### config.mk
export PLATFORM = sky130hd
export DESIGN_NAME = approx_err_monitor
export DESIGN_NICKNAME = d
export VERILOG_FILES = /design/src/rtl/approx_err_monitor.sv
export SDC_FILE = /design/constraint.sdc
export NUM_CORES = 1
export LEC_CHECK = 0
export BUFFER_PORTS_ARGS = -buffer_cell sky130_fd_sc_hd__buf_2
export CAP_MARGIN = 20
export CORE_ASPECT_RATIO = 2
export CORE_UTILIZATION = 63
export DETAILED_ROUTE_END_ITERATION = 6
export PLACE_DENSITY = 0.85
export SYNTH_ARGS = -nofsm -noshare
export SYNTH_HDL_FRONTEND = slang
export SYNTH_SLANG_ARGS = --single-unit
### constraint.sdc
create_clock -name clk -period 11.05 [get_ports clk]
set_input_delay 1.105 -clock clk [delete_from_list [all_inputs] [get_ports clk]]
set_output_delay 1.105 -clock clk [all_outputs]
set_load 0.03 [all_outputs]
### src/rtl/approx_err_monitor.sv
// approx_err_monitor: accumulates error-distance and relative-error statistics of an approximate multiplier.
module approx_err_monitor #(
    parameter int N     = 8,
    parameter int P     = 2*N,
    parameter int CNT_W = 20,
    parameter int FRAC  = 16
) (
    input  logic                    clk,
    input  logic                    rst,
    input  logic                    start,
    input  logic [CNT_W-1:0]        num_samples,
    input  logic                    in_valid,
    output logic                    in_ready,
    input  logic [P-1:0]            approx_p,
    input  logic [P-1:0]            exact_p,
    output logic                    busy,
    output logic                    done,
    output logic [P+CNT_W-1:0]      sum_ed,
    output logic [P-1:0]            max_ed,
    output logic [P-1:0]            max_approx,
    output logic [P-1:0]            max_exact,
    output logic [CNT_W-1:0]        err_cnt,
    output logic [CNT_W-1:0]        zero_cnt,
    output logic [P+FRAC+CNT_W-1:0] sum_red
);
    localparam int DW = P + FRAC;
    localparam int CW = $clog2(DW + 1);
    localparam logic [1:0] IDLE = 2'd0, ACCEPT = 2'd1, DIVIDE = 2'd2, DONE = 2'd3;

    logic [1:0]       state;
    logic [CNT_W-1:0] remaining;
    logic [P-1:0]     rem, divisor, ed;
    logic [DW-1:0]    dvd, q_next;
    logic [CW-1:0]    step;
    logic [P:0]       trial, diff;
    logic             ge, accept;

    assign in_ready = state == ACCEPT;
    assign busy     = state == ACCEPT || state == DIVIDE;
    assign done     = state == DONE;
    assign accept   = in_ready && in_valid;
    assign ed       = approx_p >= exact_p ? approx_p - exact_p : exact_p - approx_p;
    // dvd shifts the dividend out of its top while quotient bits enter at the bottom
    assign trial    = {rem, dvd[DW-1]};
    assign diff     = trial - {1'b0, divisor};
    assign ge       = trial >= {1'b0, divisor};
    assign q_next   = {dvd[DW-2:0], ge};

    always_ff @(posedge clk) begin
        if (rst) begin
            state      <= IDLE;
            remaining  <= '0;
            rem        <= '0;
            divisor    <= '0;
            dvd        <= '0;
            step       <= '0;
            sum_ed     <= '0;
            max_ed     <= '0;
            max_approx <= '0;
            max_exact  <= '0;
            err_cnt    <= '0;
            zero_cnt   <= '0;
            sum_red    <= '0;
        end else begin
            case (state)
                IDLE, DONE: begin
                    if (start) begin
                        sum_ed     <= '0;
                        max_ed     <= '0;
                        max_approx <= '0;
                        max_exact  <= '0;
                        err_cnt    <= '0;
                        zero_cnt   <= '0;
                        sum_red    <= '0;
                        remaining  <= num_samples;
                        state      <= num_samples == '0 ? DONE : ACCEPT;
                    end
                end
                ACCEPT: begin
                    if (accept) begin
                        remaining <= remaining - CNT_W'(1);
                        sum_ed    <= sum_ed + (P+CNT_W)'(ed);
                        if (ed != '0)
                            err_cnt <= err_cnt + CNT_W'(1);
                        if (exact_p == '0)
                            zero_cnt <= zero_cnt + CNT_W'(1);
                        if (ed > max_ed) begin
                            max_ed     <= ed;
                            max_approx <= approx_p;
                            max_exact  <= exact_p;
                        end
                        if (exact_p != '0 && ed != '0) begin
                            dvd     <= {ed, {FRAC{1'b0}}};
                            divisor <= exact_p;
                            rem     <= '0;
                            step    <= '0;
                            state   <= DIVIDE;
                        end else if (remaining == CNT_W'(1)) begin
                            state <= DONE;
                        end
                    end
                end
                DIVIDE: begin
                    rem  <= ge ? diff[P-1:0] : trial[P-1:0];
                    dvd  <= q_next;
                    step <= step + CW'(1);
                    if (step == CW'(DW - 1)) begin
                        sum_red <= sum_red + (P+FRAC+CNT_W)'(q_next);
                        state   <= remaining == '0 ? DONE : ACCEPT;
                    end
                end
                default: state <= IDLE;
            endcase
        end
    end
endmodule

==> results of run 1 <==
[worst max-delay path, stage by stage, from the launching register on]
cell      delay (ns)
dfxtp_1         0.38
inv_1           0.06
ha_1            0.33
nor2b_1         0.15
o21ai_0         0.21
a21boi_0        0.18
o31ai_1         0.42
a31oi_1         0.24
a311o_1         0.40
a21oi_1         0.27
o21bai_2        0.14
ha_1            0.24
fa_1            0.40
a21o_1          0.17
a21o_1          0.20
nand3_1         0.12
nand3_1         0.11
a21oi_1         0.16
o21bai_1        0.18
a221oi_1        0.52
o31ai_1         0.32
a21oi_1         0.59
o21ai_0         0.19
a21oi_1         0.14
[cell usage after synthesis (14+ instances only)]
cell | instances | area [µm²]
o221ai_1 | 15 | 131.4
nand2_1 | 238 | 893.4
o2bb2ai_1 | 17 | 148.9
xnor2_1 | 36 | 315.3
a21oi_1 | 164 | 820.8
nand3_1 | 61 | 305.3
xor2_1 | 53 | 464.2
or4_1 | 31 | 232.7
nor3_1 | 25 | 125.1
nand4_1 | 64 | 400.4
o31ai_1 | 22 | 165.2
nor4_1 | 14 | 87.58
a21o_1 | 35 | 262.8
nor2_1 | 174 | 653.1
a22oi_1 | 24 | 180.2
nor2b_1 | 21 | 131.4
ha_1 | 116 | 1451
dfxtp_1 | 268 | 5365
nand2b_1 | 21 | 131.4
a31oi_1 | 18 | 112.6
o21ai_1 | 21 | 105.1
buf_2 | 14 | 70.07
inv_1 | 120 | 450.4
o21ai_0 | 102 | 510.5
clkbuf_1 | 74 | 277.8
and3_1 | 31 | 193.9
a211oi_1 | 23 | 172.7
or3_1 | 25 | 156.4
mux2i_1 | 88 | 880.8
o211ai_1 | 18 | 135.1
[routing by layer]
| layer | up-vias | track usage (%) |
|---|---|---|
| met3 | 226 | 4.078 |
| met5 | - | 0 |
| met4 | 0 | 29.00 |
| met2 | 686 | 65.99 |
| li1 | 8049 | - |
| met1 | 8002 | 34.75 |
[state kept, by name (all words and copies together) (netlist names)]
signal      count
state           2
sum_red        52
rem            16
max_ed         16
max_exact      16
step            6
zero_cnt       20
divisor        16
dvd            32
sum_ed         36
remaining      20
max_approx     16
err_cnt        20
[how the worst max path moves through the flow]
stage,endpoint,cells past startpoint,from,slack [ns]
after floorplan,max_ed[1]$_SDFFE_PP0P_,25,approx_p[0],5.68
after global placement,max_exact[6]$_SDFFE_PP0P_,23,exact_p[0],4.69
after detailed placement,max_exact[9]$_SDFFE_PP0P_,23,exact_p[0],4.46
after CTS,sum_red[42]$_SDFFE_PP0P_,23,divisor[1]$_SDFFE_PP0P_,4.92
after global routing,sum_red[42]$_SDFFE_PP0P_,23,divisor[1]$_SDFFE_PP0P_,4.38
final,sum_red[42]$_SDFFE_PP0P_,23,divisor[1]$_SDFFE_PP0P_,4.84
[per-stage QoR]
step / hold slack (ns) / area, µm² / power [mW]
after floorplan: 0.4330 / 17080 / 2.309
after global placement: 0.4420 / 18390 / 2.667
after detailed placement: 0.4476 / 18390 / 2.702
after CTS: 0.4634 / 19170 / 3.553
after global routing: 0.4818 / 19200 / 3.759
final: 0.4615 / 19200 / 3.566
[cell families after synthesis]
logic type	count (synthesis)	synth area share (%)
and+or+nand+nor	763	22.19
AOI/OAI and AO/OA	566	21.73
DFF	268	31.41
buffers and inverters	226	5.494
adders and majority gates	124	9.200
muxes	92	5.420
xor gates and xnor gates	89	4.563
[power by group]
group / internal [mW] / switching [mW]
logic: 0.533 / 1.06
clock network: 0.457 / 0.398
registers: 1.05 / 0.0771
[cell type report]
type | count | area (µm²)
Multi-Input combinational cell | 1634 | 10830
Fill cell | 2176 | 7283
Sequential cell | 268 | 5365
Timing Repair Buffer | 253 | 1329
Clock buffer | 33 | 715.7
Inverter | 123 | 461.7
Tap cell | 344 | 430.4
Clock inverter | 11 | 71.32
==> flow_summary.toml, run 1 <==
[run_status]
status = "complete, no violations"

[logic_synthesis]
ys_seq_elements = 268
ys_warn_count = 0
syn_area_um2 = 17080
async_flop_share_pct = 0
synth_edf_count = 0
netlist_instances = 2128
synth_ff_type = "dfxtp_1"
ys_seq_area_share_pct = 31.41
avgSynthCellArea_um2 = 8.027
synth_cell_types = 87
synth_fp_nets = 2304

[floorplan]
core_region_area_um2 = 26490
start_util_pct = 64.49
die_h_um = 234.9
std_cell_rows = 84
die_w_um = 118.4
die_area_um2 = 27820
io_pins = 235

[sta]
min_period_over_period_pct = 56.22
clock_skew_ns = 0.01637
drv_slew = 0
worst_slew_pin_slew_ns = 1.137
slew_headroom_pct = 23.94
hold_violations = 0
max_freq_mhz = 161.0
rsz0062_at_grt = "no"
period_minus_slack_ns = 6.213
worst_slack_ns = 4.837
setup_viol = 0
finalSetupTns_ns = 0

[min_path]
hold_depth = 2
hold_path_end = "max_approx[4]$_SDFFE_PP0P_"
hp-class = "reg -> reg"
hp-start = "max_approx[4]$_SDFFE_PP0P_"

[clock_tree]
cts_hold_buf = 0
cts_setup_buffers = 0
clkTransAtPathRegs_ns = 0.07
htree_levels = 1
cts.sinks = 268
cts_tree = "yes"
cts_buffers = 25
cts_buffer_depth = 3
ctsResizeCount = 0
cts_root_buf = "clkbuf_16"
clk_latency_ns = 0.56

[layout]
num-nets-final = 2481
final_common_cell = "dfxtp_1"
utilization_pct = 72.50
diodes = 0
instances_no_fill = 2666
layout_common_cells = "dfxtp_1, nand2_1, buf_2"
syn2layout_area_growth_pct = 12.42
drive_gt1_share_pct = 15.46

[critical_path]
timing.rr.start = "divisor[1]$_SDFFE_PP0P_"
crit_path_start_kind = "flop"
regToRegSetupSlack_ns = 4.84
reg2reg_depth = 23
timing.rr.end = "sum_red[42]$_SDFFE_PP0P_"
path_class = "reg -> reg"
cp_max_fo = 10
cp.arrival_ns = 6.71
end_kind = "flop"
required_ns = 11.55

[placed_design]
dp.cells = 2620
gp_congestion = 0.9480
hpwl_mm = 37.98
io_buffers = 234
place_ws_ns = 4.461

[drt]
drt-pass1-iter-count = 6
drc = 0
vias = 16963
top_layer = "met4"
final_antenna_net_count = 0
dr_wl_met2_mm = 26.13
avgRoutedWirePerCell_um = 19.03
drt-met1-wl_mm = 17.66
via_per_inst = 6.363
wl_met3_mm = 2.706
drtIter0Drc = 1204
drt_wl_total_mm = 50.75

[grt]
grt_pass1_wl_mm = 80.59
grt.overflow.total = 0
grt_use_total_pct = 35.49
grt_antenna_before_repair = 0
grt_pass1_vias = 16512
grt_max_degree = 75

[flow_run]
max_cap_viol_count = 0

[pwr]
powerDensity_nw_per_um2 = 185.7
power.leakage_nw = 8.474
ir_worst_vdd_uv = 153.5
Note: power is estimated with default switching activity, not from simulation.
==> run 2, diff against run 1 <==
CORE_UTILIZATION = 53   (was 63)
PLACE_DENSITY = 0.76   (was 0.85)
clock period = 5.1 ns   (was 11.05 ns; I/O delays follow)
==> run 2 against run 1 <==
Routed wire length is 5.0% higher. Die area is 19% higher. Combinational power is 130% higher. Sequential share of layout area is 1.1 points lower. Critical endpoint is now sum_red[30]$_SDFFE_PP0P_. Highest routed layer unchanged.
==> flow_summary.toml, run 2 (synthesis results as in run 1) <==
[run_status]
status = "complete, no violations"

[critical_path]
required_ns = 5.62
startpoint = "divisor[1]$_SDFFE_PP0P_"
reg2reg_depth = 24
timing.rr.start = "divisor[1]$_SDFFE_PP0P_"
cp.arrival_ns = 5.24
timing.rr.end = "sum_red[30]$_SDFFE_PP0P_"
crit_end = "sum_red[30]$_SDFFE_PP0P_"
path_class = "reg -> reg"
regToRegSetupSlack_ns = 0.38
end_kind = "flop"
cp_max_fo = 6
crit_path_start_kind = "flop"

[drt]
drtIter0Drc = 1156
vias = 17105
avgRoutedWirePerCell_um = 18.91
via_per_inst = 6.070
drt_wl_total_mm = 53.29
final_antenna_net_count = 0
drt-pass1-iter-count = 6
drc = 0

[placed_design]
hpwl_mm = 40.54
io_buffers = 234
gp_congestion = 0.9505

[grt]
grt.overflow.total = 0
grt_use_total_pct = 31.75
grt_max_degree = 67
grt_antenna_before_repair = 2
grt_pass1_vias = 16666
grt_pass1_wl_mm = 83.57

[min_path]
hp-class = "in -> reg"
hp-start = "approx_p[0]"

[sta]
hold_violations = 0
worst_slew_pin_slew_ns = 0.8521
setup_viol = 0
rsz0062_at_grt = "no"
drv_slew = 0
min_period_over_period_pct = 92.52
max_freq_mhz = 211.9
period_minus_slack_ns = 4.719
hold-worst-slack_ns = 0.2324
slew_headroom_pct = 43.06
clock_skew_ns = 0.03159

[floorplan]
io_pins = 235
start_util_pct = 53.96
std_cell_rows = 92
die_area_um2 = 32990
core_region_area_um2 = 31660
die_w_um = 128.9
die_h_um = 255.9

[layout]
layout_common_cells = "dfxtp_1, nand2_1, buf_2"
drive_gt1_share_pct = 18.52
final_common_cell = "dfxtp_1"
utilization_pct = 63.17
regMostFlops = "sum_red"
reg_top3 = "sum_red x52, sum_ed x36, dvd x32"
num-nets-final = 2550
syn2layout_area_growth_pct = 17.07
largest_reg_flops = 52

[clock_tree]
cts_buffers = 25
cts_root_buf = "clkbuf_16"
clk_latency_ns = 0.58
clkTransAtPathRegs_ns = 0.08
cts_buffer_depth = 3
cts.sinks = 268
cts_tree = "yes"
htree_levels = 1

[flow_run]
max_cap_viol_count = 0

[pwr]
ir_worst_vdd_uv = 300.1
powerDensity_nw_per_um2 = 402.3
power.leakage_nw = 8.836
finalPower_mw = 8.046
## run 2: cell types whose count changed in the layout (fill, tap and decap cells not counted), sizes merged, moves of 2 or more
cell | before | now
diode | 0 | 3
bufinv | 0 | 2
clkbuf | 33 | 29
inv | 122 | 126
buf | 253 | 321
## run 2: per-stage QoR
stage | area, µm² | std cells | setup WS, ns | TNS [ns]
floorplan | 17090 | 2128 | -0.009905 | -0.009905
global placement | 19020 | 2765 | 0.08081 | 0
detailed placement | 19040 | 2766 | -0.05096 | -0.5370
finish | 20000 | 2818 | 0.3814 | 0
global route | 20000 | 2817 | 0.01048 | 0
CTS | 19880 | 2811 | 0.007539 | 0
## run 2: how the worst min path moves through the flow
stage                                  endpoint  cells past startpoint
floorplan                  rem[15]$_SDFFE_PP0P_                      1
global route         max_approx[7]$_SDFFE_PP0P_                      3
detailed placement   max_exact[12]$_SDFFE_PP0P_                      2
finish               max_approx[0]$_SDFFE_PP0P_                      3
global placement     max_approx[0]$_SDFFE_PP0P_                      2
CTS                 max_approx[15]$_SDFFE_PP0P_                      3
## run 2: final cells by class
| type | count | area, µm² |
|---|---|---|
| flip-flops and latches | 268 | 5365 |
| fillers | 2809 | 11660 |
| diodes | 3 | 7.507 |
| clock buffers | 29 | 650.6 |
| well taps | 423 | 529.3 |
| clock inverters | 16 | 172.7 |
| multi-input cells | 1635 | 10930 |
| inverters | 123 | 461.7 |
| repair buffers | 321 | 1877 |
## run 2: critical path, cell delays in order, from the launching register on
cell	delay, ns
dfxtp_1	0.34
inv_1	0.05
ha_1	0.28
nor2b_1	0.13
o21ai_1	0.15
a21boi_1	0.11
o31ai_2	0.26
a31oi_1	0.14
a311o_1	0.38
a21oi_2	0.19
o21bai_2	0.10
ha_1	0.22
fa_2	0.36
a21o_1	0.16
a21o_1	0.18
nand3_1	0.10
nand3_1	0.09
a21oi_1	0.15
o21bai_1	0.12
a221oi_2	0.28
buf_4	0.17
o31ai_4	0.12
a31oi_1	0.19
mux2_2	0.35
nand2_1	0.05
## run 2: routing by layer
metal	vias up	GRT usage (%)	wire length, µm	part of all wire, %
met5	-	0	0	0
met2	587	58.57	27640	52
met3	203	4.682	2702	5.1
li1	8188	-	-	-
met1	8127	30.86	18620	35
met4	0	24.61	4317	8.1
## run 2: power breakdown
part	internal, mW	total [mW]	switching (mW)	leakage, nW
Combinational	1.30	3.67	2.36	6.27
Clock	1.04	1.95	0.913	0.398
Sequential	2.27	2.43	0.164	2.17
## run 2: timing repair
action | 4_1_cts | 5_1_grt
gates cloned | 0 | 1
gates resized for setup | 3 | 21
endpoints found under the setup margin | 7 | 32
pin swaps | 1 | 9
hold buffers | 0 | 0
setup buffers | 0 | 2
==> run 3, diff against run 2 <==
--- a/config.mk
+++ b/config.mk
@@ -12,4 +12,5 @@
 export DETAILED_ROUTE_END_ITERATION = 6
 export PLACE_DENSITY = 0.76
+export RECOVER_POWER = 100
 export SYNTH_ARGS = -nofsm -noshare
 export SYNTH_HDL_FRONTEND = slang
==> constraint.sdc (replaced) <==
create_clock -name clk -period 5.1 [get_ports clk]
set_input_delay 1.53 -clock clk [delete_from_list [all_inputs] [get_ports clk]]
set_output_delay 1.53 -clock clk [all_outputs]
set_load 0.03 [all_outputs]
==> run 3 against run 2 <==
The run now ends with max-capacitance violations, max-slew violations, negative setup slack left. Global-route usage up 2.4 points. Sequential share of layout area is 2.2 points lower. Combinational power grew 18%. Largest cell class unchanged. Register-to-register slack worse by 0.26 ns. Via count is 6.4% higher. Clock power grew 3%.
==> flow_summary.toml, run 3 (synthesis results as in run 1) <==
[critical_path]
cp_slowest_stage_delay_ns = 0.36
end_kind = "flop"
required_ns = 5.58
path_class = "in -> reg"
cp_max_fo = 5
cp_num_buf_inv = 7
critPathTopFamily = "compound AO/OA/AOI/OAI gates"
cp_slowest_cell = "fa_2"
crit_path_start_kind = "input port"
cp.arrival_ns = 5.58

[placed_design]
hpwl_mm = 43.27
io_buffers = 234
gp_congestion = 0.9484

[layout]
diodes = 0
final_common_cell = "dfxtp_1"
num-nets-final = 2735
reg_top3 = "sum_red x52, sum_ed x36, dvd x32"
syn2layout_area_growth_pct = 27.75
nFillCells = 2634
drive_gt1_share_pct = 19.94
regMostFlops = "sum_red"
largest_reg_flops = 52
layout_common_cells = "dfxtp_1, buf_4, nand2_1"

[clock_tree]
clkTransAtPathRegs_ns = 0.06
cts_root_buf = "clkbuf_16"
htree_levels = 1
cts_buffer_depth = 3
cts_hold_buf = 0
cts.sinks = 268
clk_latency_ns = 0.57
cts_buffers = 26
cts_tree = "yes"

[sta]
period_minus_slack_ns = 5.105
hold_violations = 0
clock_skew_ns = 0.02028
hold-worst-slack_ns = 0.4623
slew_headroom_pct = -0.5247
rsz0062_at_grt = "yes"
worst_slew_pin_slew_ns = 1.508
worst_slack_ns = -0.005149
min_period_over_period_pct = 100.1
setup_viol = 2
max_freq_mhz = 195.9
drv_slew = 32

[grt]
met3_usage_pct = 4.473
gr-max-usage-layer = "met2"
grt.overflow.total = 0
grt_max_degree = 69
grtUsageMet2_pct = 62.70
grt_antenna_before_repair = 0
grt_pass1_wl_mm = 89.78
grt_use_total_pct = 34.15
grt_pass1_vias = 18209
grt_use_met1_pct = 32.28

[floorplan]
io_pins = 235
start_util_pct = 53.96
core_region_area_um2 = 31660
die_w_um = 128.9
die_area_um2 = 32990
std_cell_rows = 92
die_h_um = 255.9

[drt]
via_per_inst = 6.063
avgRoutedWirePerCell_um = 19.09
vias = 18195
drt-pass1-iter-count = 5
drt_wl_total_mm = 57.28
drtIter0Drc = 1083
final_antenna_net_count = 0
drc = 0

[pwr]
finalPower_mw = 8.764
ir_worst_vdd_uv = 375.4
powerDensity_nw_per_um2 = 401.6
power.leakage_nw = 9.103

[run_status]
violations = "max-capacitance violations, max-slew violations, negative setup slack"
status = "complete, but fails checks"

[min_path]
hp-class = "reg -> reg"

[flow_run]
max_cap_viol_count = 1
-- run 3: cell types whose count changed in the layout (fill, tap and decap cells not counted), sizes merged --
cell / previous run / this run
a21oi: 176 / 175
buf: 321 / 319
inv: 126 / 122
clkinvlp: 2 / 1
clkbuf: 29 / 223
clkinv: 9 / 8
nand2: 239 / 240
diode: 3 / 0
-- run 3: tightest hold or removal path: stages, from the launching register on --
cell and delay (ns):
dfxtp_1 0.31, nand2_1 0.05, mux2i_1 0.05
-- run 3: path summary, 6_finish.rpt --
kind                            slack (ns)  cells past startpoint                           to                        start
worst min register to register        0.46                      2  max_approx[10]$_SDFFE_PP0P_  max_approx[10]$_SDFFE_PP0P_
worst max-delay path                -0.005                     26       max_ed[5]$_SDFFE_PP0P_                  approx_p[0]
worst max register to register        0.12                     24     sum_red[31]$_SDFFE_PP0P_      divisor[1]$_SDFFE_PP0P_
worst min-delay path                  0.46                      2  max_approx[10]$_SDFFE_PP0P_  max_approx[10]$_SDFFE_PP0P_
-- run 3: routing by layer --
| layer | share of wire [%] | vias up |
|---|---|---|
| met2 | 51 | 697 |
| met5 | 0 | - |
| li1 | - | 8562 |
| met3 | 4.8 | 301 |
| met1 | 33 | 8635 |
| met4 | 10 | 0 |
-- run 3: cell type report --
cell class,count,area (µm²),area share [%]
clock buffer,37,742.0,3.400
clock inverter,10,121.4,0.5562
inverter,123,474.2,2.173
multi-input combinational,1635,11370,52.11
sequential,268,5366,24.59
tap,423,529.3,2.425
timing repair buffer,505,3218,14.75
-- run 3: per-stage QoR --
stage	setup WS, ns	instances	area, µm²	TNS (ns)	utilization [%]
after floorplan	-0.3016	2128	17300	-12.26	-
after global placement	-0.6971	2931	20480	-88.01	64.71
after detailed placement	-0.7673	2931	20480	-106.89	64.71
after CTS	-0.01992	2985	21500	-0.01992	67.93
after global routing	-0.1634	3001	21820	-7.031	68.94
final	-0.005149	3001	21820	-0.006460	68.94
-- run 3: where the power goes --
group	total [mW]	internal (mW)	leakage, nW	switching (mW)
Clock	2.00	1.12	0.423	0.879
Sequential	2.44	2.27	2.17	0.170
Combinational	4.33	1.74	6.51	2.59
-- run 3: repair_timing --
| item | in CTS | in global routing |
|---|---|---|
| gates cloned | 2 | 2 |
| endpoints found under the setup margin | 110 | 184 |
| resized for setup | 24 | 96 |
| pin swaps | 12 | 57 |
| buffers inserted | 5 | 14 |
| hold endpoints to repair | 0 | 0 |
